<file path="config.mk">
export PLATFORM = sky130hd
export DESIGN_NAME = misp_perf_monitor_flat
export DESIGN_NICKNAME = d
export VERILOG_FILES = /design/src/rtl/misp_perf_monitor_if.sv /design/src/rtl/misp_perf_monitor.sv /design/src/flat_wrapper.sv
export SDC_FILE = /design/constraint.sdc
export NUM_CORES = 1
export LEC_CHECK = 0
export CELL_PAD_IN_SITES_DETAIL_PLACEMENT = 2
export CELL_PAD_IN_SITES_GLOBAL_PLACEMENT = 2
export CORE_MARGIN = 2
export CORE_UTILIZATION = 30
export CTS_CLUSTER_SIZE = 16
export DETAILED_ROUTE_END_ITERATION = 10
export PLACE_DENSITY_LB_ADDON = 0.1
export SLEW_MARGIN = 20
export SYNTH_ARGS = -nofsm -noshare
export SYNTH_HDL_FRONTEND = slang
export SYNTH_SLANG_ARGS = --single-unit
</file>
<file path="constraint.sdc">
create_clock -name clk -period 5.57 [get_ports clk]
set_input_delay 1.114 -clock clk [delete_from_list [all_inputs] [get_ports clk]]
set_output_delay 1.114 -clock clk [all_outputs]
set_load 0.05 [all_outputs]
</file>
<file path="src/rtl/misp_perf_monitor_if.sv">
// misp_perf_monitor_if: fetch-stream observation bus plus the statistics read port
interface misp_perf_monitor_if #(
  parameter int CNT_W = 32
);
  logic [31:0]      PC;
  logic [31:0]      Instr;
  logic             count_en;
  logic             clear;
  logic             snap;
  logic [2:0]       rd_sel;
  logic [CNT_W-1:0] rd_data;
  logic             misalign_err;
  modport master (
    output PC, Instr, count_en, clear, snap, rd_sel,
    input  rd_data, misalign_err
  );
  modport slave (
    input  PC, Instr, count_en, clear, snap, rd_sel,
    output rd_data, misalign_err
  );
endinterface

</file>
<file path="src/rtl/misp_perf_monitor.sv">
// misp_perf_monitor: classifies fetch-stage events into saturating counters with an atomic
// shadow snapshot and a registered read port.
module misp_perf_monitor #(
  parameter int CNT_W = 32
) (
  input logic               clk,
  input logic               reset,
  misp_perf_monitor_if.slave bus
);
  localparam logic [5:0] OP_LW  = 6'h23;
  localparam logic [5:0] OP_SW  = 6'h2B;
  localparam logic [5:0] OP_BEQ = 6'h04;
  localparam logic [5:0] OP_BNE = 6'h05;
  logic [7:0][CNT_W-1:0] cnt_q, cnt_d, shadow_q, shadow_d;
  logic [CNT_W-1:0]      rd_q, rd_d;
  logic [31:0]           pc_q, pc_d;
  logic                  hist_v_q, hist_v_d, err_q, err_d;
  logic                  sampled, fetch, stall, redirect, misalign;
  logic [5:0]            op;
  logic [7:0]            ev;
  always_comb begin
    sampled  = bus.count_en && !bus.clear;
    op       = bus.Instr[31:26];
    fetch    = !hist_v_q || bus.PC != pc_q;
    stall    = !fetch;
    redirect = hist_v_q && bus.PC != pc_q && bus.PC != pc_q + 32'd4;
    misalign = bus.PC[1:0] != 2'b00;
    // bit order matches the rd_sel encoding
    ev = {misalign, fetch && (op == OP_BEQ || op == OP_BNE), fetch && op == OP_SW,
          fetch && op == OP_LW, redirect, stall, fetch, 1'b1};
    cnt_d = cnt_q;
    for (int i = 0; i < 8; i++)
      cnt_d[i] = bus.clear ? '0 : (sampled && ev[i] && !(&cnt_q[i])) ? cnt_q[i] + 1'b1 : cnt_q[i];
    shadow_d = bus.snap ? cnt_q : shadow_q;
    pc_d     = sampled ? bus.PC : pc_q;
    hist_v_d = bus.clear ? 1'b0 : sampled ? 1'b1 : hist_v_q;
    err_d    = err_q || (sampled && misalign);
    rd_d     = shadow_q[bus.rd_sel];
  end
  always_ff @(posedge clk or negedge reset) begin
    if (!reset) begin
      cnt_q    <= '0;
      shadow_q <= '0;
      rd_q     <= '0;
      pc_q     <= '0;
      hist_v_q <= 1'b0;
      err_q    <= 1'b0;
    end else begin
      cnt_q    <= cnt_d;
      shadow_q <= shadow_d;
      rd_q     <= rd_d;
      pc_q     <= pc_d;
      hist_v_q <= hist_v_d;
      err_q    <= err_d;
    end
  end
  assign bus.rd_data      = rd_q;
  assign bus.misalign_err = err_q;
endmodule

</file>
<file path="src/flat_wrapper.sv">
// flat-port wrapper written by rule: the top's interface ports become plain ports
module misp_perf_monitor_flat 
#(
  parameter int CNT_W = 32
)
  (clk, reset, bus_PC, bus_Instr, bus_count_en, bus_clear, bus_snap, bus_rd_sel, bus_rd_data, bus_misalign_err);
  misp_perf_monitor_if #(.CNT_W(CNT_W)) bus_i ();
  input logic clk;
  input logic reset;
  input wire logic [$bits(bus_i.PC)-1:0] bus_PC;
  input wire logic [$bits(bus_i.Instr)-1:0] bus_Instr;
  input wire logic [$bits(bus_i.count_en)-1:0] bus_count_en;
  input wire logic [$bits(bus_i.clear)-1:0] bus_clear;
  input wire logic [$bits(bus_i.snap)-1:0] bus_snap;
  input wire logic [$bits(bus_i.rd_sel)-1:0] bus_rd_sel;
  output wire logic [$bits(bus_i.rd_data)-1:0] bus_rd_data;
  output wire logic [$bits(bus_i.misalign_err)-1:0] bus_misalign_err;
  assign bus_i.PC = bus_PC;
  assign bus_i.Instr = bus_Instr;
  assign bus_i.count_en = bus_count_en;
  assign bus_i.clear = bus_clear;
  assign bus_i.snap = bus_snap;
  assign bus_i.rd_sel = bus_rd_sel;
  assign bus_rd_data = bus_i.rd_data;
  assign bus_misalign_err = bus_i.misalign_err;
  misp_perf_monitor #(.CNT_W(CNT_W)) u_core (.clk(clk), .reset(reset), .bus(bus_i));
endmodule
</file>
# Word-level counts from Yosys, hierarchy flattened
# Cells that the tools add are included.
[word_totals]
word_cells = 109
inputBits = 72
regBits = 578
[classes]
n_lt_le_gt_ge = 1
n_eq_ne = 6
n_addsub = 9
n_reduce_logical = 53
mux = 20
[op_table]
columns = ["operator", "n"]
rows = [
  ["32-bit two-way mux", 17],
  ["32-bit by 1-bit adder with 32-bit output, second input constant", 8],
  ["32-bit AND reduction", 8],
  ["32-bit binary-select mux with 3-bit select", 1],
  ["32-bit inequality test", 2],
  ["32-bit by 3-bit adder with 32-bit output, second input constant", 1],
  ["1-bit logical AND", 21],
  ["2-bit nonzero test", 10],
  ["6-bit by 3-bit equality test with 1-bit output, second input constant", 2],
  ["6-bit equality test, second input constant", 2],
  ["1-bit logical NOT", 11],
  ["3-bit by 4-bit less-than comparator with 1-bit output, second input constant", 1],
  ["1-bit logical OR", 3],
  ["1-bit two-way mux", 2],
]

# Longest topological paths before layout
# Gate-level depths: netlist of run 1.
[depth]
word_depth = 7
ltp_mapped = 12
mapped_depth_nobuf = 10

# Worst setup path before layout of run 1
# Ideal clock, no wire load.
[synth_timing]
kind = "input to register"
startpoint = "in bus_PC[18]"
endpoint = "reg u_core.cnt_q[166] (netlist bit)"
required_time_ns = 5.438
setup_ns = 0.132
arrival_time_ns = 3.305
slack_ns = 2.133
stages = 11
cell_sequence = "xor2_1 > or4_1 > nor4_2 > a31oi_2 > and4_1 > buf_2 > and2_1 > clkbuf_1 > nand4_1 > xor2_1 > nor2_1"
[synth_between]
elab_chain_len = 6
[synth_rtl]
columns = ["item", "line_no", "text"]
rows = [
  ["start, declared", "flat_wrapper.sv:10", "input wire logic [$bits(bus_i.PC)-1:0] bus_PC;"],
  ["32-bit inequality test", "misp_perf_monitor.sv:24", "fetch = !hist_v_q || bus.PC != pc_q;"],
  ["1-bit logical OR", "misp_perf_monitor.sv:24", ""],
  ["1-bit logical AND", "misp_perf_monitor.sv:29", "ev = {misalign, fetch && (op == OP_BEQ || op == OP_BNE), fetch && op == OP_SW,"],
  ["1-bit logical AND (2 in series)", "misp_perf_monitor.sv:33", "cnt_d[i] = bus.clear ? '0 : (sampled && ev[i] && !(&cnt_q[i])) ? cnt_q[i] + 1'b1 : cnt_q[i];"],
  ["2-bit nonzero test (no source line)", "-", ""],
  ["end signal, assigned", "misp_perf_monitor.sv:49", "cnt_q <= cnt_d;"],
  ["end, declared", "misp_perf_monitor.sv:14", "logic [7:0][CNT_W-1:0] cnt_q, cnt_d, shadow_q, shadow_d;"],
]
# No other way between the ends.
# A chain may end at the register's enable or synchronous reset.

# Worst setup path in the final report of run 1
[layout_timing]
startpoint = "in bus_PC[16]"
endpoint = "reg u_core.cnt_q[110] (netlist bit)"
[layout_between]
elab_chain_len = 6
elab_cells_between_ends = 7
cone_classes = "eq/ne (2); reduce/logical (5)"
[layout_rtl]
columns = ["item", "line_no", "text"]
rows = [
  ["32-bit inequality test", "misp_perf_monitor.sv:26", "redirect = hist_v_q && bus.PC != pc_q && bus.PC != pc_q + 32'd4;"],
  ["1-bit logical AND", "misp_perf_monitor.sv:26", ""],
  ["1-bit logical AND (*)", "misp_perf_monitor.sv:26", ""],
  ["1-bit logical AND (*) (2 in series)", "misp_perf_monitor.sv:33", ""],
  ["2-bit nonzero test (no source line) (*)", "-", ""],
]
# Every way passes the cells marked *; elsewhere a longest branch is shown, timed or not.

==> results of run 1 <==
[power by group]
| group | switching (mW) | internal, mW |
|---|---|---|
| registers | 0.0641 | 4.24 |
| clock network | 1.86 | 2.85 |
| logic | 0.347 | 0.179 |
| total | 2.27 | 7.27 |
[how the worst min path moves through the flow]
stage | start | slack (ns) | cells after the start | to
CTS | u_core.cnt_q[14]$_DFFE_PN0P_ | 0.50 | 1 | u_core.cnt_q[14]$_DFFE_PN0P_
global route | u_core.bus.misalign_err$_DFF_PN0_ | 0.51 | 1 | u_core.bus.misalign_err$_DFF_PN0_
global placement | u_core.bus.misalign_err$_DFF_PN0_ | 0.45 | 1 | u_core.bus.misalign_err$_DFF_PN0_
finish | u_core.bus.misalign_err$_DFF_PN0_ | 0.48 | 1 | u_core.bus.misalign_err$_DFF_PN0_
floorplan | u_core.cnt_q[14]$_DFFE_PN0P_ | 0.45 | 1 | u_core.cnt_q[14]$_DFFE_PN0P_
detailed placement | u_core.bus.misalign_err$_DFF_PN0_ | 0.48 | 1 | u_core.bus.misalign_err$_DFF_PN0_
[synthesized netlist by cell type, drive strengths merged, types with 2 or more instances]
library cell | number | area share, %
o21a | 2 | 0.054
nor2b | 14 | 0.32
o311ai | 5 | 0.16
buf | 25 | 0.52
inv | 28 | 0.38
nand3 | 122 | 2.3
nand2 | 223 | 3.0
xnor2 | 76 | 2.4
and3 | 49 | 1.1
o2111ai | 4 | 0.13
nor4 | 23 | 0.64
ha | 9 | 0.41
a31o | 2 | 0.064
o31a | 2 | 0.064
a311o | 2 | 0.073
nand2b | 4 | 0.091
mux4 | 64 | 5.2
o41ai | 6 | 0.19
mux2i | 9 | 0.33
nor4b | 2 | 0.086
nand3b | 2 | 0.054
dfrtp | 578 | 52
o211ai | 3 | 0.082
o21ai | 42 | 0.76
and2 | 25 | 0.57
o211a | 2 | 0.073
nor3 | 27 | 0.63
clkbuf | 83 | 1.1
or4 | 16 | 0.44
a31oi | 4 | 0.11
xor2 | 166 | 5.3
nand4 | 73 | 1.7
nand4b | 5 | 0.18
o31ai | 14 | 0.38
mux2 | 301 | 12
nor2 | 264 | 3.6
or3 | 18 | 0.41
or2 | 4 | 0.091
and4 | 33 | 1.0
a21oi | 33 | 0.60
[sequential cells by signal, indices dropped and copies added, names as in the netlist]
| name | count |
|---|---|
| u_core.cnt_q | 256 |
| u_core.shadow_q | 256 |
| u_core.bus.rd_data | 32 |
| u_core.pc_q | 32 |
| u_core.bus.misalign_err | 1 |
| u_core.hist_v_q | 1 |
[cells by family (layout without fill, tap and decap cells)]
family	Yosys count	in the layout	synth area share [%]
buffers and inverters	136	252	2.03
adder cells (fa/ha/maj)	9	9	0.409
AO/OA/AOI/OAI	126	126	2.96
XOR/XNOR	242	242	7.69
multiplexers	374	374	18.0
flip-flops	578	578	52.5
AND/OR/NAND/NOR	907	907	16.4
[cells in the final DEF (no fill, tap or decap), drive strengths merged, types with 72 or more instances in the layout]
master,n
mux2,301
xor2,166
nand2,223
clkdlybuf4s50,72
dfrtp,578
nand3,122
xnor2,76
nand4,73
clkbuf,112
nor2,264
[metal layers]
| metal | GRT usage [%] | vias to the layer above | share of wire, % |
|---|---|---|---|
| met1 | 24.6 | 9923 | 46 |
| li1 | - | 8498 | - |
| met5 | 0 | - | 0 |
| met3 | 2.41 | 112 | 2.4 |
| met2 | 30.1 | 200 | 49 |
| met4 | 4.81 | 0 | 2.5 |
[layout make-up]
cell class | instances | area (um2) | area share (%)
Clock buffer | 111 | 2160 | 6.76
Clock inverter | 13 | 190 | 0.595
Inverter | 28 | 105 | 0.329
Sequential cell | 578 | 14500 | 45.2
Multi-Input combinational cell | 1658 | 12500 | 39.2
Tap cell | 1186 | 1480 | 4.64
Timing Repair Buffer | 100 | 1020 | 3.20
==> run_results.csv, run 1 <==
group,metric,value,unit
sta,finalMaxSlewViolations,0,
clock_network,post_cts_buffers,0,
clock_network,htreeDepth,3,
drt,ant_nets,0,
outcome,status,"complete, no violations",
global_routing,grt_pass1_wl,132000,um
setup_path,cp_common_cell,"xnor2_1",
finish,drive_gt1_share,21.1,%
yosys,yosysUniqueCellTypes,65,
setup_path,endpoint,"u_core.cnt_q[110]$_DFFE_PN0P_",
finish,n_fill_cell,9509,
setup_path,rr_startpoint,"u_core.pc_q[3]$_DFFE_PN0P_",
setup_path,cp-start-kind,"primary input",
placement,place_congestion,0.786,
setup_path,rrSetupSlack,1.47,ns
sta,whs,0.484,ns
power_and_ir_drop,powerDensity,298,mW/mm2
yosys,synth-edff-count,0,
floorplan,die_x,307,um
global_routing,antenna_found_initial,4,
power_and_ir_drop,p_leak,14.2,nW
finish,finalInstanceArea,0.0320,mm2
yosys,netlist_area,0.0276,mm2
yosys,ys_seq_elements,578,
floorplan,core-area,0.0914,mm2
yosys,synth_ff_type,"dfrtp_1",
global_routing,grt_pass1_vias,21100,
setup_path,cp.depth,10,
sta,rsz0062_at_grt,"false",
sta,timing.fmax,240,MHz
placement,place.detailed.hpwl,57100,um
floorplan,pin_count,105,
clock_network,cts_resized,0,
setup_path,r2r_cells,9,
setup_path,cpPeakStageDelay,0.67,ns
finish,syn2layout_area_growth,16.0,%
clock_network,root_buffer,"clkbuf_16",
setup_path,required,6.05,ns
yosys,ys_seq_area_share,52.5,%
drt,wl,82600,um
clock_network,cts_tree,"done",
yosys,syn_nets,2453,
power_and_ir_drop,total_power,9.54,mW
sta,setup_viol,0,
finish,diodes,0,
drt,via_per_inst,5.10,
sta,setup_slack,1.40,ns
finish,final_cells,3674,
placement,place_inst,3550,
clock_network,cts.sinks,578,
floorplan,placement_rows,111,
placement,post_dp_cell_area,0.0296,mm2
clock_network,cts_buffers,74,
sta,slew_headroom,27.3,%
sta,final_hold_viol_count,0,
sta,skew,0.0325,ns
drt,wire_per_inst,22.5,um
sta,finalSetupTns,0,ns
clock_network,cts.clk_slew.worst_paths,0.05,ns
drt,drt_iter0_drc,917,
finish,fin_nets,2521,
sta,max_slew.worst_pin.slew,1.09,ns
sta,timing.final.crit_share,74.9,%
drt,drt_first_pass_iters,4,
yosys,netlist_instances,2372,
yosys,async_flop_share,100,%
setup_path,cp-end-kind,"flip-flop",
floorplan,fp.dieH,307,um
clock_network,clk_path_buf_depth,3,
setup_path,crit_start,"bus_PC[16]",
clock_network,ctsHoldBuffers,0,
clock_network,insertion_delay,0.62,ns
setup_path,arrival,4.65,ns
setup_path,cp_max_fo,48,
floorplan,fp.dieArea,0.0943,mm2
placement,place_worst_setup_slack,0.755,ns
setup_path,cpLargestDelayFamily,"compound AO/OA/AOI/OAI gates",
setup_path,cp_num_buf_inv,1,
setup_path,crit_type,"primary input to flip-flop",
power_and_ir_drop,peakVddDrop,0.000179,V
floorplan,initial_core_util,30.2,%
hold_path,hold_class,"flip-flop to flip-flop",
setup_path,crit_slowest_cell,"and3_4",
finish,final_util,35.0,%
sta,fin_crit,4.17,ns
placement,portBuffers,78,
job,cap_violations,0,
setup_path,r2r_end,"u_core.cnt_q[110]$_DFFE_PN0P_",
setup_path,path_cells,"clkdlybuf4s50_1 -> xnor2_1 -> xnor2_1 -> o31a_1 -> o41ai_1 -> nand2_1 -> a2111oi_1 -> and3_4 -> nor4_1 -> mux2_4",
global_routing,globalRouteOverflowTotal,0,
yosys,yosys_warnings,0,
drt,dr_total_vias,18700,
global_routing,grtUsageTotal,18.0,%
yosys,syn_avg_cell_area,11.6,um2
global_routing,grt_max_degree,189,
drt,drc_errors,0,
Power figures use the tool's default switching activity.
==> inputs of run 2 (changes only) <==
==> constraint.sdc (replaced) <==
create_clock -name clk -period 4.4 [get_ports clk]
set_input_delay 0.88 -clock clk [delete_from_list [all_inputs] [get_ports clk]]
set_output_delay 0.88 -clock clk [all_outputs]
set_load 0.05 [all_outputs]
==> run 2 against run 1 <==
Via count increased by 0.20%. Register-to-register slack got worse by 0.78 ns. Die area unchanged. Critical path depth increased by 2. Final cell count increased by 1.1%. Clock skew decreased by 0.0033 ns. Sequential power increased by 27%. Highest routed layer unchanged.
==> run_results.csv, run 2 (synthesized netlist as in run 1, its figures left out) <==
group,metric,value,unit
clock_network,htreeDepth,3,
drt,wire_per_inst,22.4,um
drt,drt_first_pass_iters,4,
floorplan,core-area,0.0914,mm2
setup_path,r2r_end,"u_core.cnt_q[106]$_DFFE_PN0P_",
setup_path,r2r_cells,12,
floorplan,die_x,307,um
sta,final_hold_viol_count,0,
sta,rsz0062_at_grt,"false",
placement,place.detailed.hpwl,57900,um
finish,final_common_cell,"dfrtp_1",
global_routing,antenna_found_initial,4,
clock_network,clk_path_buf_depth,3,
clock_network,root_buffer,"clkbuf_16",
placement,place_congestion,0.777,
floorplan,fp.dieArea,0.0943,mm2
setup_path,arrival,4.20,ns
drt,drt_iter0_drc,715,
sta,finalMaxSlewViolations,0,
sta,fin_crit,3.71,ns
finish,layout_common_cells,"578 x dfrtp_1, 289 x mux2_2, 263 x nor2_1, 223 x nand2_1, 166 x xor2_1",
placement,portBuffers,78,
finish,fin_nets,2552,
setup_path,cpPeakStageDelay,0.65,ns
sta,timing.fmax,269,MHz
sta,finalSetupTns,0,ns
job,cap_violations,0,
clock_network,cts.sinks,578,
floorplan,fp.dieH,307,um
power_and_ir_drop,p_leak,14.4,nW
global_routing,globalRouteOverflowTotal,0,
clock_network,cts_buffers,74,
setup_path,path_cells,"ha_1 -> nand3_2 -> nor2_1 -> buf_4 -> nand3_1 -> or4_1 -> a2111oi_1 -> buf_4 -> and3_4 -> buf_12 -> nor3_1 -> mux2_4",
sta,slew_headroom,29.8,%
clock_network,post_cts_buffers,0,
setup_path,cp-start-kind,"flip-flop",
setup_path,cp_max_fo,30,
clock_network,insertion_delay,0.63,ns
sta,setup_viol,0,
global_routing,grt_pass1_vias,21600,
power_and_ir_drop,total_power,12.4,mW
placement,post_dp_cell_area,0.0299,mm2
outcome,status,"complete, no violations",
placement,place_inst,3581,
clock_network,cts_resized,0,
clock_network,ctsHoldBuffers,0,
global_routing,grt_pass1_wl,133000,um
sta,skew,0.0292,ns
sta,timing.final.crit_share,84.4,%
global_routing,grtUsageTotal,18.2,%
setup_path,cp-end-kind,"flip-flop",
global_routing,grt_max_degree,111,
setup_path,crit_slowest_cell,"a2111oi_1",
finish,reg.largest.list,"u_core.cnt_q: 256 flops, u_core.shadow_q: 256 flops",
power_and_ir_drop,powerDensity,382,mW/mm2
clock_network,cts_tree,"done",
floorplan,pin_count,105,
setup_path,required,4.89,ns
finish,drive_gt1_share,22.5,%
finish,final_cells,3714,
finish,final_util,35.4,%
sta,max_slew.worst_pin.slew,1.05,ns
drt,via_per_inst,5.05,
drt,drc_errors,0,
hold_path,hold_class,"primary input to asynchronous set/reset pin",
setup_path,crit_type,"flip-flop to flip-flop",
setup_path,rrSetupSlack,0.69,ns
finish,finalInstanceArea,0.0324,mm2
power_and_ir_drop,peakVddDrop,0.000395,V
floorplan,initial_core_util,30.2,%
setup_path,rr_startpoint,"u_core.pc_q[3]$_DFFE_PN0P_",
floorplan,placement_rows,111,
setup_path,cp_common_cell,"buf_4",
clock_network,cts.clk_slew.worst_paths,0.06,ns
drt,ant_nets,0,
drt,dr_total_vias,18800,
drt,wl,83200,um
finish,syn2layout_area_growth,17.5,%
run 2: power by group:
part / internal, mW / switching (mW)
logic: 0.242 / 0.444
registers: 5.37 / 0.0810
clock network: 3.78 / 2.46
run 2: through the flow:
stage          setup WS (ns)  hold slack [ns]
2_1_floorplan           1.20            0.453
3_3_place_gp          0.0608            0.453
3_5_place_dp         -0.0106            0.453
4_1_cts                0.564            0.244
5_1_grt                0.321            0.272
6_report               0.688            0.251
run 2: metal layers:
metal | share of wire, % | vias up | GRT usage, %
li1 | - | 8573 | -
met1 | 46 | 9908 | 24.6
met3 | 2.9 | 87 | 2.54
met4 | 1.9 | 0 | 4.90
met2 | 49 | 203 | 30.6
met5 | 0 | - | 0
run 2: worst max path at each step:
stage / startpoint / end / slack [ns] / cells after the start
floorplan: bus_PC[18] / u_core.cnt_q[166]$_DFFE_PN0P_ / 1.20 / 11
global placement: bus_PC[16] / u_core.cnt_q[100]$_DFFE_PN0P_ / 0.06 / 12
detailed placement: bus_PC[16] / u_core.cnt_q[119]$_DFFE_PN0P_ / -0.01 / 13
CTS: u_core.cnt_q[99]$_DFFE_PN0P_ / u_core.cnt_q[98]$_DFFE_PN0P_ / 0.56 / 9
global route: bus_PC[16] / u_core.cnt_q[119]$_DFFE_PN0P_ / 0.32 / 13
finish: u_core.pc_q[3]$_DFFE_PN0P_ / u_core.cnt_q[106]$_DFFE_PN0P_ / 0.69 / 12
run 2: cell type report:
class,count,area (um2)
diodes,2,5.00
fillers,9475,59000
well taps,1186,1480
clock buffers,107,2170
flip-flops and latches,578,14500
multi-input cells,1658,12500
clock inverters,24,313
inverters,28,105
repair buffers,131,1310
run 2: critical path: cells and delay by family, from the launching register on:
family          cells  cell delay (ns)
simple gates        6             1.21
compound gates      1             0.65
buf+inv             3             0.56
flops               1             0.47
mux                 1             0.34
fa+ha+maj           1             0.33
